===== config.mk =====
export PLATFORM = sky130hd
export DESIGN_NAME = imem_loader
export DESIGN_NICKNAME = d
export VERILOG_FILES = /design/src/rtl/imem_loader.sv
export SDC_FILE = /design/constraint.sdc
export NUM_CORES = 2
export LEC_CHECK = 0
export CELL_PAD_IN_SITES_DETAIL_PLACEMENT = 0
export CELL_PAD_IN_SITES_GLOBAL_PLACEMENT = 1
export CORE_ASPECT_RATIO = 1.2
export CORE_MARGIN = 5
export CORE_UTILIZATION = 30
export CTS_BUF_LIST = sky130_fd_sc_hd__clkbuf_2 sky130_fd_sc_hd__clkbuf_4 sky130_fd_sc_hd__clkbuf_8
export CTS_CLUSTER_SIZE = 14
export DETAILED_ROUTE_END_ITERATION = 7
export HOLD_SLACK_MARGIN = 0.08
export PLACE_DENSITY = 0.51
export SLEW_MARGIN = 20
export SYNTH_ARGS = -nofsm -noshare
export SYNTH_HDL_FRONTEND = slang
export SYNTH_SLANG_ARGS = --single-unit

===== constraint.sdc =====
create_clock -name clk -period 7.3 [get_ports clk]
set_clock_uncertainty 0.2 [all_clocks]
set_input_delay 1.46 -clock clk [delete_from_list [all_inputs] [get_ports clk]]
set_output_delay 1.46 -clock clk [all_outputs]
set_load 0.05 [all_outputs]

===== src/rtl/imem_loader.sv =====
// imem_loader: streams program bytes into a 128-word instruction memory.
// Bytes arrive on a valid/ready handshake and are packed little-endian into
// 32-bit words; each completed word is written at the running word_count.
// Instruction reads through addr/q are combinational and always available.
// Optional feature: define LOADER_CHECKSUM_EN to append a trailing XOR
// checksum byte to every non-empty load and flag a mismatch on err.

module imem_loader #(
   parameter int N = 32
) (
   input  logic         clk,
   input  logic         reset,
   input  logic         start,
   input  logic [7:0]   len,
   input  logic         byte_valid,
   input  logic [7:0]   byte_data,
   output logic         byte_ready,
   input  logic [6:0]   addr,
   output logic [N-1:0] q,
   output logic         busy,
   output logic         done,
   output logic [7:0]   word_count,
   output logic         err
);

   // Loader sequencing states; CHECK exists only when the checksum is built in.
   typedef enum logic [1:0] {
      IDLE  = 2'd0,
      LOAD  = 2'd1,
`ifdef LOADER_CHECKSUM_EN
      CHECK = 2'd2,
`endif
      DONE  = 2'd3
   } state_t;

   state_t      state_q, state_d;
   logic [7:0]  effLen_q, effLen_d;
   logic [7:0]  wordCount_q, wordCount_d;
   logic [1:0]  byteIdx_q, byteIdx_d;
   logic [23:0] asm_q, asm_d;
`ifdef LOADER_CHECKSUM_EN
   logic [7:0]  chkSum_q, chkSum_d;
   logic        err_q, err_d;
`endif

   logic [7:0]   lenSat;
   logic [7:0]   wordCountInc;
   logic         xferEn;
   logic         wrEn;
   logic [N-1:0] wrData;

   // Instruction store; starts cleared and is deliberately never reset so a
   // partially completed load survives a reset.
   logic [N-1:0] mem_q [128] = '{default: '0};

   // Requested length saturated to the memory depth.
   assign lenSat       = (len > 8'd128) ? 8'd128 : len;
   assign wordCountInc = wordCount_q + 8'd1;
   assign xferEn       = byte_valid && byte_ready;

   // The fourth byte of a word goes straight into the top lane of the write.
   assign wrData = {byte_data, asm_q};

   // Next-state, datapath updates and Moore outputs for the loader.
   always_comb begin
      state_d     = state_q;
      effLen_d    = effLen_q;
      wordCount_d = wordCount_q;
      byteIdx_d   = byteIdx_q;
      asm_d       = asm_q;
`ifdef LOADER_CHECKSUM_EN
      chkSum_d    = chkSum_q;
      err_d       = err_q;
`endif
      wrEn        = 1'b0;
      byte_ready  = 1'b0;
      busy        = 1'b0;
      done        = 1'b0;

      case (state_q)
         IDLE, DONE: begin
            done = (state_q == DONE);
            if (start) begin
               effLen_d    = lenSat;
               wordCount_d = 8'd0;
               byteIdx_d   = 2'd0;
               asm_d       = 24'd0;
`ifdef LOADER_CHECKSUM_EN
               chkSum_d    = 8'd0;
               err_d       = 1'b0;
`endif
               state_d     = (lenSat == 8'd0) ? DONE : LOAD;
            end
         end

         LOAD: begin
            byte_ready = 1'b1;
            busy       = 1'b1;
            if (xferEn) begin
`ifdef LOADER_CHECKSUM_EN
               chkSum_d = chkSum_q ^ byte_data;
`endif
               byteIdx_d = byteIdx_q + 2'd1;
               case (byteIdx_q)
                  2'd0: asm_d[7:0]   = byte_data;
                  2'd1: asm_d[15:8]  = byte_data;
                  2'd2: asm_d[23:16] = byte_data;
                  default: begin
                     wrEn        = 1'b1;
                     wordCount_d = wordCountInc;
                     if (wordCountInc == effLen_q) begin
`ifdef LOADER_CHECKSUM_EN
                        state_d = CHECK;
`else
                        state_d = DONE;
`endif
                     end
                  end
               endcase
            end
         end

`ifdef LOADER_CHECKSUM_EN
         CHECK: begin
            byte_ready = 1'b1;
            busy       = 1'b1;
            if (xferEn) begin
               err_d   = (byte_data != chkSum_q);
               state_d = DONE;
            end
         end
`endif

         default: begin
            state_d = IDLE;
         end
      endcase
   end

   // Control and datapath registers, cleared asynchronously by reset.
   always_ff @(posedge clk or negedge reset) begin
      if (!reset) begin
         state_q     <= IDLE;
         effLen_q    <= 8'd0;
         wordCount_q <= 8'd0;
         byteIdx_q   <= 2'd0;
         asm_q       <= 24'd0;
`ifdef LOADER_CHECKSUM_EN
         chkSum_q    <= 8'd0;
         err_q       <= 1'b0;
`endif
      end else begin
         state_q     <= state_d;
         effLen_q    <= effLen_d;
         wordCount_q <= wordCount_d;
         byteIdx_q   <= byteIdx_d;
         asm_q       <= asm_d;
`ifdef LOADER_CHECKSUM_EN
         chkSum_q    <= chkSum_d;
         err_q       <= err_d;
`endif
      end
   end

   // Memory write port; the new word is visible on q only after this edge.
   always_ff @(posedge clk) begin
      if (wrEn) begin
         mem_q[wordCount_q[6:0]] <= wrData;
      end
   end

   assign q          = mem_q[addr];
   assign word_count = wordCount_q;

`ifdef LOADER_CHECKSUM_EN
   assign err = err_q;
`else
   assign err = 1'b0;
`endif

endmodule


# Word-level counts from Yosys, hierarchy flattened
# Memory sizes are Yosys's and may differ from the RTL's.
# Index checks and enable logic that the tools add are counted.
# totals
reg_bits,44
latchBits,0
ramBits,4096
rom_bits,0
in_bits,27
output_inout_bits,44
memories,1
# op_classes
add_sub_neg,2
n_mul,0
div,0
order_cmp,1
eq_ne,12
shifts,0
n_mux,27
bitwise,0
reduce_logical,14
# mem_list
name,depth,width,rd,rd_ports_with_merged_regs,wr,line,rtl
mem_q,128,32,1,0,1,54,logic [N-1:0] mem_q [128] = '{default: '0};
# ops
op,count
8-bit 2-to-1 mux,7
24-bit 2-to-1 mux,2
24-bit one-hot mux with 2 select lines,1
4-bit AND reduction,5
8-bit one-hot mux with 2 select lines,1
2-bit 2-to-1 mux,7
2-bit inequality test (second input constant),7
8-bit by 1-bit adder with 8-bit output (second input constant),1
8-bit == test,1
8-bit > comparator (second input constant),1
8-bit zero test,1
2-bit one-hot mux with 2 select lines,2
1-bit 2-to-1 mux,7
2-bit by 1-bit == test with 1-bit output (second input constant),2
2-bit == test (second input constant),2
2-bit zero test,2
3-bit AND reduction,1
3-bit OR reduction,1
2-bit by 1-bit adder with 2-bit output (second input constant),1
2-bit AND reduction,1
2-bit nonzero test,1
2-bit OR reduction,1
1-bit logical AND,1

# Logic depth before layout (Yosys ltp)
# depth
ltp_word,7
mapped_depth,9

# Worst setup path after synthesis
# Ideal clock, no wire load.
# synth_path
path_kind,in2reg
startpoint,in byte_valid
endpoint,"mem mem_q[72][0], enable pin"
arrival_time_ns,5.640
path_slack_ns,0.957
path_stages,5
path_buffers,1
cell_sequence,clkbuf_1 > nand2_1 > nor2_1 > nand4_1 > nor4_1
# synth_between
elab_chain_cells,5
# synth_rtl
item,line,rtl
start: declaration,15,"input logic byte_valid,"
1-bit logical AND,59,assign xferEn = byte_valid && byte_ready;
1-bit 2-to-1 mux,99,if (xferEn) begin
1-bit 2-to-1 mux,80,case (state_q)
1-bit 2-to-1 mux,167,if (wrEn) begin
1-bit 2-to-1 mux (not written as such),168,mem_q[wordCount_q[6:0]] <= wrData;
end: declaration,54,
# No other way between the ends.

# Worst setup path in the final report
# layout_path
startpoint,in addr[1]
endpoint,out q[29]
# layout_between
elab_chain_cells,1
# layout_rtl
item,line,rtl
start: declaration,18,"input logic [6:0] addr,"
memory read 128 x 32 bit,-,
end: declaration,19,"output logic [N-1:0] q,"
# No other way between the ends.

==> flow_metrics.env <==
export IMPL_die_width_um=671
export IMPL_placementRows=291
export IMPL_drc=0
export IMPL_layout_setup_ws_ns=-0.0387
export IMPL_ctsRootBufferMaster="sky130_fd_sc_hd__clkbuf_8"
export IMPL_antenna_found_initial=30
export IMPL_max_slew_violation_count=0
export IMPL_worstPathRequired_ns=5.64
export IMPL_synth_largest_area_cell="sky130_fd_sc_hd__edfxtp_1"
export IMPL_power_density_nw_per_um2=286
export IMPL_top_level_ports=71
export IMPL_critPathKind="input port to output port"
export IMPL_first_pass_grt_wire_length_um=653000
export IMPL_grt_start_max_net_pins=90
export IMPL_rsz0062_at_grt="false"
export IMPL_synthesis_nets=6777
export IMPL_max_freq_mhz=136
export IMPL_setup_violations_final=1
export IMPL_syn_cell_area_um2=157000
export IMPL_worst_path_max_delay_cell="sky130_fd_sc_hd__clkdlybuf4s50_1"
export IMPL_clock_insertion_delay_worst_skew_ns=1.07
export IMPL_layout_core_utilization=0.350
export IMPL_max_buffers_root_to_sink=4
export IMPL_syn_area_per_cell_um2=23.4
export IMPL_number_of_antenna_violating_nets_in_the_routed_design=0
export IMPL_die_area_um2=539000
export IMPL_timing_hold_violations_final=0
export IMPL_final_wl_um=472000
export IMPL_placement_io_buffers=69
export IMPL_track_usage=0.171
export IMPL_setup_worst_path_start_class="input port"
export IMPL_clock_sinks=4140
export IMPL_average_wire_length_per_cell_after_detail_routing_um=31.6
export IMPL_detailed_route_via_count=76600
export IMPL_overflow=0
export IMPL_worst_slew_margin_rel=0.214
export IMPL_areaGrowthSynthToFinish_pct=16.2
export IMPL_synthesis_yosys_warnings=0
export IMPL_dpl_hpwl_um=278000
export IMPL_violations="negative setup slack"
export IMPL_postSynth_topFlopCell="sky130_fd_sc_hd__edfxtp_1"
export IMPL_crit_fanout=23
export IMPL_ff_latch_area_um2=124000
export IMPL_worstPathCellList="clkdlybuf4s50_1 > or3b_4 > buf_12 > buf_12 > o22ai_1 > nor3_1 > a22oi_1 > nand2_1 > buf_4 > buf_12"
export IMPL_critPathMostFrequentCell="sky130_fd_sc_hd__buf_12"
export IMPL_multiInputGateArea_um2=32300
export IMPL_fill_cells=48300
export IMPL_core_region_area_um2=523000
export IMPL_fin_crit_ns=7.34
export IMPL_power_leakage_uw=0.0571
export IMPL_avgViaCountPerCell=5.13
export IMPL_netlist_top_cells_area="sky130_fd_sc_hd__edfxtp_1 78%, sky130_fd_sc_hd__mux4_2 15%, sky130_fd_sc_hd__mux2i_1 1.6%"
export IMPL_clk_pin_slew_worst_paths_ns=0.06
export IMPL_critical_path_top_delay_family="simple AND/OR/NAND/NOR gates"
export IMPL_period_share=1.01
export IMPL_floorplan_initialDensity=0.301
export IMPL_critical_path_max_stage_delay_ns=0.81
export IMPL_yosysTopAreaCellShare=0.781
export IMPL_holdCritPathClass="input port to async pin"
export IMPL_cts_buffers_inserted=634
export IMPL_path_buf_inv=5
export IMPL_detail_route_first_pass_iterations=6
export IMPL_synth_cells=6742
export IMPL_synth_edff_count=4096
export IMPL_synth_ff_latch_count=4140
export IMPL_die_height_um=804
export IMPL_detailedRoute_firstIterationViolations=7253
export IMPL_post_synth_num_cell_types=46
export IMPL_gp_routability_congestion=0.786
export IMPL_nets=7585
export IMPL_tightestPinTransition_ns=1.18
export IMPL_vdd_ir_drop_max_uv=184
export IMPL_crit_path_end_kind="output port"
export IMPL_synth_seq_area_share=0.788
export IMPL_drive_above_1_share=0.336
export IMPL_htreeDepth=6
export IMPL_asyncSetResetFlopFracSynth=0.0106
export IMPL_cts_hold_buf=0
export IMPL_worst_path_arrival_time_ns=5.68
export IMPL_drv_cap=0
export IMPL_fin_setup_tns_ns=-0.0387
export IMPL_tritoncts_clock_tree="yes"
export IMPL_grt_pass1_vias=80100
export IMPL_run_status="finished with violations"
[registers in the layout (all words and copies together), names as in the netlist]
name / cells
state_q: 2
mem_q: 4096
word_count: 8
byteIdx_q: 2
effLen_q: 8
asm_q: 24
[power by group]
group          internal (uW)  switching (uW)
clock network           9810            9060
registers              28200            1220
logic                   1160            2970
[cell usage after synthesis (2+ instances only)]
cell / count
sky130_fd_sc_hd__and2_1: 8
sky130_fd_sc_hd__or3_1: 7
sky130_fd_sc_hd__nand3b_1: 6
sky130_fd_sc_hd__nand2b_1: 13
sky130_fd_sc_hd__buf_2: 81
sky130_fd_sc_hd__inv_1: 6
sky130_fd_sc_hd__a22o_1: 34
sky130_fd_sc_hd__dfrtp_1: 44
sky130_fd_sc_hd__nor4_1: 35
sky130_fd_sc_hd__o22ai_1: 255
sky130_fd_sc_hd__mux2_2: 25
sky130_fd_sc_hd__o31ai_1: 5
sky130_fd_sc_hd__nor2_1: 172
sky130_fd_sc_hd__xor2_1: 3
sky130_fd_sc_hd__buf_6: 42
sky130_fd_sc_hd__ha_1: 8
sky130_fd_sc_hd__nor2b_1: 5
sky130_fd_sc_hd__a21oi_1: 5
sky130_fd_sc_hd__a211oi_1: 3
sky130_fd_sc_hd__nand4_1: 2
sky130_fd_sc_hd__nor3_1: 67
sky130_fd_sc_hd__nand3_1: 17
sky130_fd_sc_hd__or3b_2: 3
sky130_fd_sc_hd__mux2i_1: 257
sky130_fd_sc_hd__and3_1: 5
sky130_fd_sc_hd__mux4_2: 1024
sky130_fd_sc_hd__a21o_1: 2
sky130_fd_sc_hd__buf_4: 63
sky130_fd_sc_hd__nand2_1: 61
sky130_fd_sc_hd__xnor2_1: 5
sky130_fd_sc_hd__a31oi_1: 33
sky130_fd_sc_hd__buf_1: 39
sky130_fd_sc_hd__edfxtp_1: 4096
sky130_fd_sc_hd__clkbuf_1: 156
sky130_fd_sc_hd__a22oi_1: 126
sky130_fd_sc_hd__o21ai_0: 19
[path summary, 6_finish.rpt]
check	startpoint	to	slack, ns	cells past startpoint
setup / recovery	addr[1]	q[29]	-0.04	10
hold / removal	reset	effLen_q[1]	0.29	2
setup reg to reg	state_q[1]	mem_q[76][9]	2.33	8
hold reg to reg	effLen_q[4]	effLen_q[4]	0.29	2
max in group asynchronous	reset	asm_q[21]	6.10	2
min in group clk	effLen_q[4]	effLen_q[4]	0.29	2
[cells by family after synthesis]
family | after synthesis | synth area share
compound gates | 488 | 0.0209
buf+inv | 387 | 0.0134
mux | 1306 | 0.165
fa+ha+maj | 8 | 0.000636
xor+xnor | 8 | 0.000445
simple gates | 404 | 0.0118
other cells | 1 | 0.0000238
flops | 4140 | 0.788
[layout make-up]
class                   count  share of cell area
clock buffers             820              0.0563
multi-input cells        2216               0.177
inverters                   6            0.000123
flip-flops and latches   4140               0.679
diodes                     27            0.000369
clock inverters           301             0.00994
well taps                6885              0.0471
repair buffers            552              0.0306
[cell usage in the layout (no fill, tap or decap), types with 24 or more instances in the layout]
| cell | netlist | routed |
|---|---|---|
| sky130_fd_sc_hd__clkdlybuf4s50_1 | 0 | 24 |
| sky130_fd_sc_hd__nor3_1 | 67 | 66 |
| sky130_fd_sc_hd__nor2_4 | 0 | 128 |
| sky130_fd_sc_hd__clkinv_1 | 0 | 177 |
| sky130_fd_sc_hd__edfxtp_1 | 4096 | 4096 |
| sky130_fd_sc_hd__dfrtp_4 | 0 | 24 |
| sky130_fd_sc_hd__a22oi_1 | 126 | 126 |
| sky130_fd_sc_hd__buf_12 | 0 | 103 |
| sky130_fd_sc_hd__clkbuf_4 | 0 | 159 |
| sky130_fd_sc_hd__nor4_1 | 35 | 30 |
| sky130_fd_sc_hd__a31oi_1 | 33 | 32 |
| sky130_fd_sc_hd__diode_2 | 0 | 27 |
| sky130_fd_sc_hd__buf_4 | 63 | 414 |
| sky130_fd_sc_hd__mux2i_1 | 257 | 257 |
| sky130_fd_sc_hd__mux2_2 | 25 | 25 |
| sky130_fd_sc_hd__mux4_2 | 1024 | 1024 |
| sky130_fd_sc_hd__clkbuf_8 | 0 | 661 |
| sky130_fd_sc_hd__nand2_1 | 61 | 60 |
| sky130_fd_sc_hd__clkinv_2 | 0 | 75 |
| sky130_fd_sc_hd__nor2_1 | 172 | 44 |
| sky130_fd_sc_hd__o22ai_1 | 255 | 255 |
| sky130_fd_sc_hd__a22o_1 | 34 | 34 |
[repair_timing]
action | 4_1_cts | 5_1_grt
gates cloned | 0 | 1
setup endpoints to repair | 1 | 1
pin swaps | 0 | 1
gates resized for setup | 1 | 1
buffers inserted | 0 | 0
[metal layers]
metal  track usage  wire length (um)  vias to the layer above
li1              -                 -                    30700
met1         0.231            199000                    42700
met2         0.287            234000                     2503
met3        0.0281             27300                      660
met4        0.0432             12000                        4
met5             0                21                        -
[per-stage QoR]
stage / hold WS, ns / area (um2) / cells / power, uW / setup slack (ns)
after global placement: 0.301 / 171000 / 13800 / 33900 / -0.0348
after detailed placement: 0.292 / 171000 / 13800 / 34100 / -0.0323
after global routing: 0.259 / 183000 / 14900 / 54300 / 0.0915
after floorplan: 0.269 / 157000 / 6742 / 31300 / 0.957
final: 0.291 / 183000 / 14900 / 52400 / -0.0387
after CTS: 0.184 / 183000 / 14900 / 53000 / 0.0381
(Power assumes the default switching activity.)
